<file path="config.mk">
export PLATFORM = sky130hd
export DESIGN_NAME = decode_stage_flat
export DESIGN_NICKNAME = d
export VERILOG_FILES = /design/src/rtl/decode_stage_if.sv /design/src/rtl/decode_stage.sv /design/src/flat_wrapper.sv
export SDC_FILE = /design/constraint.sdc
export NUM_CORES = 2
export LEC_CHECK = 0
export ABC_CLOCK_PERIOD_IN_PS = 5450
export BUFFER_PORTS_ARGS = -buffer_cell sky130_fd_sc_hd__buf_2
export CAP_MARGIN = 20
export CORE_UTILIZATION = 41
export DETAILED_ROUTE_END_ITERATION = 10
export PLACE_DENSITY = 0.6
export SLEW_MARGIN = 20
export SYNTH_ARGS = -nofsm -noshare
export SYNTH_HDL_FRONTEND = slang
export SYNTH_SLANG_ARGS = --single-unit
</file>
<file path="constraint.sdc">
create_clock -name clk -period 5.45 [get_ports clk]
set_input_delay 1.635 -clock clk [delete_from_list [all_inputs] [get_ports clk]]
set_output_delay 1.635 -clock clk [all_outputs]
set_load 0.01 [all_outputs]
</file>
<file path="src/rtl/decode_stage_if.sv">
// Fetch, writeback and ID/EX bundle around the decode stage.
// The master side is whoever drives fetch/writeback and consumes the ID/EX outputs.
interface decode_stage_if #(
  parameter int XLEN = 32
);
  logic            if_valid;
  logic [31:0]     if_instr;
  logic [XLEN-1:0] if_pc;
  logic            stall;
  logic            flush;
  logic            wb_we;
  logic [4:0]      wb_rd;
  logic [XLEN-1:0] wb_data;

  logic            id_ready;
  logic            ex_valid;
  logic [XLEN-1:0] Operand1;
  logic [XLEN-1:0] Operand2;
  logic [4:0]      Operation;
  logic [4:0]      ex_rd;
  logic            ex_reg_we;
  logic            ex_mem_rd;
  logic            ex_mem_wr;
  logic [2:0]      ex_funct3;
  logic [XLEN-1:0] ex_store_data;
  logic [XLEN-1:0] ex_pc;
  logic [XLEN-1:0] ex_imm;
  logic            ex_is_jal;
  logic            ex_illegal;

  modport master (
    output if_valid, if_instr, if_pc, stall, flush, wb_we, wb_rd, wb_data,
    input  id_ready, ex_valid, Operand1, Operand2, Operation, ex_rd, ex_reg_we,
           ex_mem_rd, ex_mem_wr, ex_funct3, ex_store_data, ex_pc, ex_imm,
           ex_is_jal, ex_illegal
  );

  modport slave (
    input  if_valid, if_instr, if_pc, stall, flush, wb_we, wb_rd, wb_data,
    output id_ready, ex_valid, Operand1, Operand2, Operation, ex_rd, ex_reg_we,
           ex_mem_rd, ex_mem_wr, ex_funct3, ex_store_data, ex_pc, ex_imm,
           ex_is_jal, ex_illegal
  );
endinterface

</file>
<file path="src/rtl/decode_stage.sv">
// RV32I decode stage: register file with writeback bypass, instruction decode,
// and the ID/EX pipeline register feeding the execute ALU.
module decode_stage #(
  parameter int XLEN  = 32,
  parameter int NREGS = 32
) (
  input  logic          clk,
  input  logic          rst_n,
  decode_stage_if.slave bus
);

  typedef enum logic [6:0] {
    OPC_OP     = 7'b0110011,
    OPC_OP_IMM = 7'b0010011,
    OPC_LOAD   = 7'b0000011,
    OPC_STORE  = 7'b0100011,
    OPC_BRANCH = 7'b1100011,
    OPC_LUI    = 7'b0110111,
    OPC_AUIPC  = 7'b0010111,
    OPC_JAL    = 7'b1101111,
    OPC_JALR   = 7'b1100111
  } opcode_e;

  localparam logic [4:0] ALU_ADD    = 5'd0;
  localparam logic [4:0] ALU_SUB    = 5'd8;
  localparam logic [4:0] ALU_SRA    = 5'd13;
  localparam logic [4:0] OPN_BRANCH = 5'd16;
  localparam logic [4:0] OPN_LUI    = 5'd24;
  localparam logic [4:0] OPN_JALR   = 5'd25;

  typedef struct packed {
    logic            valid;
    logic            reg_we;
    logic            mem_rd;
    logic            mem_wr;
    logic            is_jal;
    logic            illegal;
    logic [XLEN-1:0] op1;
    logic [XLEN-1:0] op2;
    logic [4:0]      operation;
    logic [4:0]      rd;
    logic [2:0]      funct3;
    logic [XLEN-1:0] store_data;
    logic [XLEN-1:0] pc;
    logic [XLEN-1:0] imm;
  } idex_t;

  logic [XLEN-1:0] regs [NREGS];
  idex_t           ex_q;
  idex_t           dec;

  logic [31:0]     instr;
  logic [4:0]      rd, rs1, rs2;
  logic [2:0]      funct3;
  logic            funct7_b5;
  logic            wb_fire;
  logic [XLEN-1:0] rs1_val, rs2_val;
  logic [XLEN-1:0] imm_i, imm_s, imm_b, imm_u, imm_j;
  logic [4:0]      alu_op;

  assign instr     = bus.if_instr;
  assign rd        = instr[11:7];
  assign funct3    = instr[14:12];
  assign rs1       = instr[19:15];
  assign rs2       = instr[24:20];
  assign funct7_b5 = instr[30];

  // x0 is never written, so a plain array read already returns zero for it.
  assign wb_fire = bus.wb_we && (bus.wb_rd != 5'd0);
  assign rs1_val = (wb_fire && bus.wb_rd == rs1) ? bus.wb_data : regs[rs1];
  assign rs2_val = (wb_fire && bus.wb_rd == rs2) ? bus.wb_data : regs[rs2];

  assign imm_i = {{(XLEN-12){instr[31]}}, instr[31:20]};
  assign imm_s = {{(XLEN-12){instr[31]}}, instr[31:25], instr[11:7]};
  assign imm_b = {{(XLEN-13){instr[31]}}, instr[31], instr[7], instr[30:25], instr[11:8], 1'b0};
  assign imm_u = XLEN'({instr[31:12], 12'b0});
  assign imm_j = {{(XLEN-21){instr[31]}}, instr[31], instr[19:12], instr[20], instr[30:21], 1'b0};

  // funct7[5] means SUB only for register-register ops; OP-IMM never subtracts.
  always_comb begin
    // NOTE: every always_comb output gets a default first so no path can infer a latch.
    alu_op = ALU_ADD;
    case (funct3)
      3'b000:  alu_op = (instr[6:0] == OPC_OP && funct7_b5) ? ALU_SUB : ALU_ADD;
      3'b001:  alu_op = 5'd1;
      3'b010:  alu_op = 5'd2;
      3'b011:  alu_op = 5'd6;
      3'b100:  alu_op = 5'd4;
      3'b101:  alu_op = funct7_b5 ? ALU_SRA : 5'd5;
      3'b110:  alu_op = 5'd3;
      3'b111:  alu_op = 5'd7;
      default: alu_op = ALU_ADD;
    endcase
  end

  always_comb begin
    dec            = '0;
    dec.valid      = 1'b1;
    dec.rd         = rd;
    dec.funct3     = funct3;
    dec.pc         = bus.if_pc;
    dec.store_data = rs2_val;
    case (instr[6:0])
      OPC_OP: begin
        dec.operation = alu_op;
        dec.op1       = rs1_val;
        dec.op2       = rs2_val;
        dec.reg_we    = 1'b1;
      end
      OPC_OP_IMM: begin
        dec.operation = alu_op;
        dec.op1       = rs1_val;
        dec.op2       = (funct3[1:0] == 2'b01) ? {{(XLEN-5){1'b0}}, instr[24:20]} : imm_i;
        dec.imm       = imm_i;
        dec.reg_we    = 1'b1;
      end
      OPC_LOAD: begin
        dec.op1    = rs1_val;
        dec.op2    = imm_i;
        dec.imm    = imm_i;
        dec.mem_rd = 1'b1;
        dec.reg_we = 1'b1;
      end
      OPC_STORE: begin
        dec.op1    = rs1_val;
        dec.op2    = imm_s;
        dec.imm    = imm_s;
        dec.mem_wr = 1'b1;
      end
      OPC_BRANCH: begin
        dec.operation = OPN_BRANCH | {2'b00, funct3};
        dec.op1       = rs1_val;
        dec.op2       = rs2_val;
        dec.imm       = imm_b;
        dec.illegal   = (funct3[2:1] == 2'b01);
      end
      OPC_LUI: begin
        dec.operation = OPN_LUI;
        dec.op2       = imm_u;
        dec.imm       = imm_u;
        dec.reg_we    = 1'b1;
      end
      OPC_AUIPC: begin
        dec.op1    = bus.if_pc;
        dec.op2    = imm_u;
        dec.imm    = imm_u;
        dec.reg_we = 1'b1;
      end
      OPC_JAL: begin
        dec.op1    = bus.if_pc;
        dec.op2    = XLEN'(4);
        dec.imm    = imm_j;
        dec.is_jal = 1'b1;
        dec.reg_we = 1'b1;
      end
      OPC_JALR: begin
        dec.operation = OPN_JALR;
        dec.op1       = rs1_val;
        dec.op2       = imm_i;
        dec.imm       = imm_i;
        dec.reg_we    = 1'b1;
      end
      default: dec.illegal = 1'b1;
    endcase
    if (rd == 5'd0) dec.reg_we = 1'b0;
  end

  always_ff @(posedge clk) begin
    if (!rst_n) begin
      ex_q <= '0;
      // NOTE: the register file is cleared on reset, so it must stay flops rather than a RAM macro.
      for (int i = 0; i < NREGS; i++) regs[i] <= '0;
    end else begin
      if (wb_fire) regs[bus.wb_rd] <= bus.wb_data;
      // A bubble only needs to kill the control bits; the datapath fields are don't-care.
      if (bus.flush || (!bus.stall && !bus.if_valid)) begin
        ex_q.valid   <= 1'b0;
        ex_q.reg_we  <= 1'b0;
        ex_q.mem_rd  <= 1'b0;
        ex_q.mem_wr  <= 1'b0;
        ex_q.is_jal  <= 1'b0;
        ex_q.illegal <= 1'b0;
      end else if (!bus.stall) begin
        ex_q <= dec;
      end
    end
  end

  assign bus.id_ready      = ~bus.stall;
  assign bus.ex_valid      = ex_q.valid;
  assign bus.Operand1      = ex_q.op1;
  assign bus.Operand2      = ex_q.op2;
  assign bus.Operation     = ex_q.operation;
  assign bus.ex_rd         = ex_q.rd;
  assign bus.ex_reg_we     = ex_q.reg_we;
  assign bus.ex_mem_rd     = ex_q.mem_rd;
  assign bus.ex_mem_wr     = ex_q.mem_wr;
  assign bus.ex_funct3     = ex_q.funct3;
  assign bus.ex_store_data = ex_q.store_data;
  assign bus.ex_pc         = ex_q.pc;
  assign bus.ex_imm        = ex_q.imm;
  assign bus.ex_is_jal     = ex_q.is_jal;
  assign bus.ex_illegal    = ex_q.illegal;

endmodule

</file>
<file path="src/flat_wrapper.sv">
// flat-port wrapper written by rule: the top's interface ports become plain ports
module decode_stage_flat 
#(
  parameter int XLEN  = 32,
  parameter int NREGS = 32
)
  (clk, rst_n, bus_if_valid, bus_if_instr, bus_if_pc, bus_stall, bus_flush, bus_wb_we, bus_wb_rd, bus_wb_data, bus_id_ready, bus_ex_valid, bus_Operand1, bus_Operand2, bus_Operation, bus_ex_rd, bus_ex_reg_we, bus_ex_mem_rd, bus_ex_mem_wr, bus_ex_funct3, bus_ex_store_data, bus_ex_pc, bus_ex_imm, bus_ex_is_jal, bus_ex_illegal);
  decode_stage_if #(.XLEN(XLEN)) bus_i ();
  input  logic clk;
  input  logic rst_n;
  input wire logic [$bits(bus_i.if_valid)-1:0] bus_if_valid;
  input wire logic [$bits(bus_i.if_instr)-1:0] bus_if_instr;
  input wire logic [$bits(bus_i.if_pc)-1:0] bus_if_pc;
  input wire logic [$bits(bus_i.stall)-1:0] bus_stall;
  input wire logic [$bits(bus_i.flush)-1:0] bus_flush;
  input wire logic [$bits(bus_i.wb_we)-1:0] bus_wb_we;
  input wire logic [$bits(bus_i.wb_rd)-1:0] bus_wb_rd;
  input wire logic [$bits(bus_i.wb_data)-1:0] bus_wb_data;
  output wire logic [$bits(bus_i.id_ready)-1:0] bus_id_ready;
  output wire logic [$bits(bus_i.ex_valid)-1:0] bus_ex_valid;
  output wire logic [$bits(bus_i.Operand1)-1:0] bus_Operand1;
  output wire logic [$bits(bus_i.Operand2)-1:0] bus_Operand2;
  output wire logic [$bits(bus_i.Operation)-1:0] bus_Operation;
  output wire logic [$bits(bus_i.ex_rd)-1:0] bus_ex_rd;
  output wire logic [$bits(bus_i.ex_reg_we)-1:0] bus_ex_reg_we;
  output wire logic [$bits(bus_i.ex_mem_rd)-1:0] bus_ex_mem_rd;
  output wire logic [$bits(bus_i.ex_mem_wr)-1:0] bus_ex_mem_wr;
  output wire logic [$bits(bus_i.ex_funct3)-1:0] bus_ex_funct3;
  output wire logic [$bits(bus_i.ex_store_data)-1:0] bus_ex_store_data;
  output wire logic [$bits(bus_i.ex_pc)-1:0] bus_ex_pc;
  output wire logic [$bits(bus_i.ex_imm)-1:0] bus_ex_imm;
  output wire logic [$bits(bus_i.ex_is_jal)-1:0] bus_ex_is_jal;
  output wire logic [$bits(bus_i.ex_illegal)-1:0] bus_ex_illegal;
  assign bus_i.if_valid = bus_if_valid;
  assign bus_i.if_instr = bus_if_instr;
  assign bus_i.if_pc = bus_if_pc;
  assign bus_i.stall = bus_stall;
  assign bus_i.flush = bus_flush;
  assign bus_i.wb_we = bus_wb_we;
  assign bus_i.wb_rd = bus_wb_rd;
  assign bus_i.wb_data = bus_wb_data;
  assign bus_id_ready = bus_i.id_ready;
  assign bus_ex_valid = bus_i.ex_valid;
  assign bus_Operand1 = bus_i.Operand1;
  assign bus_Operand2 = bus_i.Operand2;
  assign bus_Operation = bus_i.Operation;
  assign bus_ex_rd = bus_i.ex_rd;
  assign bus_ex_reg_we = bus_i.ex_reg_we;
  assign bus_ex_mem_rd = bus_i.ex_mem_rd;
  assign bus_ex_mem_wr = bus_i.ex_mem_wr;
  assign bus_ex_funct3 = bus_i.ex_funct3;
  assign bus_ex_store_data = bus_i.ex_store_data;
  assign bus_ex_pc = bus_i.ex_pc;
  assign bus_ex_imm = bus_i.ex_imm;
  assign bus_ex_is_jal = bus_i.ex_is_jal;
  assign bus_ex_illegal = bus_i.ex_illegal;
  decode_stage #(.XLEN(XLEN), .NREGS(NREGS)) u_core (.clk(clk), .rst_n(rst_n), .bus(bus_i));
endmodule
</file>
### Word-level counts from Yosys, hierarchy flattened

Memory sizes are Yosys's and may differ from the RTL's.
Index checks and enable logic that the tools add are counted.

* eq/ne operators: 20
* mux-type cells: 23
* bitwise gates (word level): 3
* reductions and logical operators: 23

Operator list (number)
* 32-bit one-hot mux with 6 select lines: 1
* 32-bit one-hot mux with 5 select lines: 1
* 32-bit two-way mux: 4
* 32-bit one-hot mux with 2 select lines: 1
* 5-bit one-hot mux with 8 select lines: 1
* 32-bit OR reduction: 1
* 7-bit by 6-bit == test with 1-bit output (second input constant): 3
* 7-bit == test (second input constant): 3
* 5-bit one-hot mux with 4 select lines: 1
* 7-bit by 5-bit == test with 1-bit output (second input constant): 2
* 3-bit == test (second input constant): 4
* 2-bit OR reduction: 6
* 5-bit == test: 2
* 1-bit two-way mux: 10
* 4-bit two-way mux: 2
* 8-bit OR reduction: 1
* 7-bit by 2-bit == test with 1-bit output (second input constant): 1
* 7-bit OR reduction: 1
* 3-bit by 2-bit == test with 1-bit output (second input constant): 2
* 6-bit OR reduction: 1
* 1-bit logical AND: 5
* 5-bit zero test: 1
* 5-bit two-way mux: 1
* 5-bit nonzero test: 1
* 9 further kinds: 13

* register bits: 179
* memory bits (writable): 1024
* input port bits: 107
* output and inout bits: 180
* logic and storage cells: 84
* memories: 1

Memories
* u_core.regs: depth 32, bits a word 32, read ports 2, clocked after Yosys merged registers in 0, wr ports 32, RTL line decode_stage.sv:48 `logic [XLEN-1:0] regs [NREGS];`

### Longest topological paths before layout

* word-level depth: 7
* depth in mapped cells: 11
* mapped depth without buffers: 6

### Worst setup path after synthesis

Ideal clock, no wire load.

* path kind: input-to-reg
* start: in bus_wb_rd[2]
* end: mem u_core.regs[20][0] (enable)
* library setup time: 466 ps
* arrival time: 4604 ps
* required time: 4984 ps
* slack: 380 ps
* cell stages on the path: 4
* buffers on the path: 1
* cells stage by stage: clkbuf_1 nor2b_1 nand2_1 o21ai_0

RTL lines
* start: declaration: RTL line flat_wrapper.sv:17 `input wire logic [$bits(bus_i.wb_rd)-1:0] bus_wb_rd;`
* end: declaration: RTL line decode_stage.sv:48

==> impl_metrics.yaml <==
clock_network:
  clk_latency_ns: 0.80
  cts_buffers: 135
  cts_tree: "done"
  clock-sinks: 1203
  cts_hold_buf: 0
  htreeDepth: 4
  cts-root-buf: "clkbuf_16"
  clockBufferDepth: 3
  cts_resized: 0
  clk_pin_slew_worst_paths_ns: 0.06
  postCtsSetupBuffers: 0
critical_path:
  critPathRequiredTime_ns: 5.92
  end_kind: "flip-flop"
  start_kind: "primary input"
  r2r_slack_ns: 3.07
  arrival_ns: 4.40
  reg2reg_from: "u_core.regs[23][7]"
  r2r_end: "u_core.bus.Operand1[7]"
  r2r_cells: 5
  path_max_fanout: 29
  critPathKind: "primary input to flip-flop"
cells_and_area:
  fin_area_um2: 72300
  fillers: 13700
  area_delta_synth_final_pct: 13.9
  nNetsFinal: 5530
  drive_gt1_share_pct: 16.5
floorplan:
  initial_core_util_pct: 41.3
  core-area_um2: 154000
  fp.dieH_um: 396
  ios: 287
  fp.dieW_um: 396
  std_cell_rows: 144
  die-area_um2: 156000
synthesis:
  yosysTopAreaCell: "edfxtp_1"
  synth_top_area_share_pct: 48.4
  dominantRegCellSynth: "edfxtp_1"
  synthTopCellsByArea: "edfxtp_1 48%, mux2i_1 12%, and2_1 10%"
  synth.distinct_cells: 65
  yosysSeqAreaShare_pct: 54.1
  synth_edf_count: 1024
  synth_commonest_cells: "1024 x edfxtp_1, 1015 x and2_1, 791 x mux2i_1"
  synth_area_um2: 63500
  async_flop_share_pct: 0
  synth.ff_latch_count: 1203
  yosys_warnings: 0
  synthCells: 5304
  syn_area_per_cell_um2: 12.0
  synth.most_common_cell: "edfxtp_1"
sta:
  period_share_pct: 72.2
  finalSetupViolCount: 0
  hold_violations: 0
  min_period_ns: 3.93
  slew_violations: 0
  max_slew_margin_pct: 28.4
  rsz0062_at_grt: "false"
  fmax_mhz: 254
  clock_skew_ns: 0.0365
  max_slew.worst_pin.slew_ns: 1.07
  finalSetupTns_ns: 0
power:
  clkPwrFrac_pct: 40.4
  p_per_area_nw_per_um2: 314
  comb_power_share_pct: 12.4
  switching_share_pct: 26.5
  finalPower_uw: 22700
  power.leakage_uw: 0.0276
  switchingPower_uw: 6030
  ir_drop_v: 0.000346
  seqPwrFrac_pct: 47.2
  power.internal_uw: 16700
min_path:
  whs_path_depth: 2
  hold_path.class: "flip-flop to flip-flop"
  hold_end: "u_core.bus.ex_valid"
  min_from: "u_core.bus.ex_valid"
placed_design:
  place.gp.congestion: 0.925
  placed_area_um2: 67900
  hpwlAfterDp_um: 159000
  numPortBuffers: 286
routing:
  drt-total-wl_um: 246000
  dr.pass1.iters: 6
  drtAntennaViolNets: 0
  avgRoutedWirePerCell_um: 32.4
  dr_total_vias: 47100
  drc: 0
  via_per_inst: 6.21
  drtIter0Drc: 6256
global_routing:
  grt_max_degree: 107
  overflow: 0
  antenna_found_initial: 20
  grt_pass1_wl_um: 342000
  first_global_vias: 45000
  grt_use_total_pct: 30.6
flow_run:
  drv_cap: 0
status:
  outcome: "finished, final reports clean"
==> worst max-delay path by stage <==
stage	endpoint	slack, ns	from
5_1_grt	u_core.regs[12][11]	1.53	rst_n
3_3_place_gp	u_core.regs[12][21]	0.84	rst_n
2_1_floorplan	u_core.regs[20][0]	0.38	bus_wb_rd[2]
4_1_cts	u_core.regs[12][15]	1.61	rst_n
6_report	u_core.regs[12][24]	1.52	rst_n
3_5_place_dp	u_core.regs[12][22]	0.79	rst_n
==> worst max-delay path, stage by stage <==
cell and delay (ns):
buf_6 0.40, nand2_1 0.12, nor2_1 0.40, nand3_1 0.63
o21ai_4 0.80, buf_12 0.27
==> cell usage in the layout (no fill, tap or decap), types with 8 or more instances in the layout <==
master / netlist / layout
clkbuf_16: 0 / 145
mux4_2: 141 / 141
a221oi_1: 21 / 21
and3_1: 21 / 20
nor3_1: 54 / 53
and2_1: 1015 / 1013
nand2b_1: 14 / 13
mux2_2: 8 / 8
o21ai_1: 46 / 46
clkinv_1: 0 / 19
o21ai_4: 0 / 31
o31ai_1: 34 / 33
clkinv_2: 0 / 13
a32oi_1: 8 / 8
buf_2: 103 / 281
dfxtp_1: 179 / 179
o211ai_1: 26 / 26
nor2_1: 109 / 74
o21a_1: 9 / 9
conb_1: 1 / 32
nand2_1: 324 / 324
edfxtp_1: 1024 / 1024
mux2i_1: 791 / 791
a211oi_1: 53 / 53
o21ai_0: 90 / 59
o22ai_1: 109 / 109
clkbuf_1: 376 / 37
bufinv_16: 0 / 9
nor2_2: 1 / 34
nor2b_1: 21 / 16
a21oi_1: 143 / 142
buf_4: 27 / 153
a22oi_1: 341 / 341
nand3_1: 104 / 103
buf_12: 0 / 44
==> stage by stage <==
stage                     instances  worst slack, ns  hold WS (ns)  util [%]
final                          7579             1.52         0.448      47.0
after global routing           7573             1.53         0.467      47.0
after CTS                      7572             1.61         0.449      47.0
after detailed placement       7330            0.789         0.440      44.1
after global placement         7330            0.843         0.433      44.1
after floorplan                5335            0.380         0.470         -
==> flip-flops by register name, summed over array words and instances, names as in the netlist, 5 cells and up <==
register and count:
u_core.bus.ex_rd 5, u_core.bus.Operation 5, u_core.bus.ex_pc 32, u_core.bus.ex_imm 32, u_core.regs 1024, u_core.bus.ex_store_data 32
u_core.bus.Operand2 32, u_core.bus.Operand1 32
==> layout make-up <==
cell class	count	area, um2	share of cell area (%)
antenna	7	17.5	0.0242
sequential	1203	34300	47.5
clock buffer	187	3840	5.30
multi-input combinational	3594	27500	38.0
clock inverter	55	548	0.758
timing repair buffer	483	3500	4.84
inverter	6	25.0	0.0346
tap	2044	2560	3.54
==> kinds of logic after synthesis <==
| family | share of synthesized area (%) |
|---|---|
| multiplexers | 17.6 |
| buffers and inverters | 3.68 |
| AND/OR/NAND/NOR | 14.7 |
| other | 0.00590 |
| flip-flops | 54.1 |
| XOR/XNOR | 0.138 |
| AO/OA/AOI/OAI | 9.80 |
==> per-layer routing <==
metal | vias to the layer above | wire length [um] | GRT usage, %
met3 | 597 | 25600 | 6.53
met4 | 12 | 17300 | 19.2
met5 | - | 77 | 0
met1 | 23600 | 94900 | 40.0
met2 | 2955 | 108000 | 46.4
li1 | 19900 | - | -
==> power by group through the flow <==
stage,Combinational [uW],Sequential (uW),Clock [uW]
2_1_floorplan,1540,10800,0
3_3_place_gp,2740,10900,0
3_5_place_dp,2760,10900,0
4_1_cts,2770,10700,9240
5_1_grt,2890,10800,9600
6_report,2830,10700,9190
(Power assumes the default switching activity.)
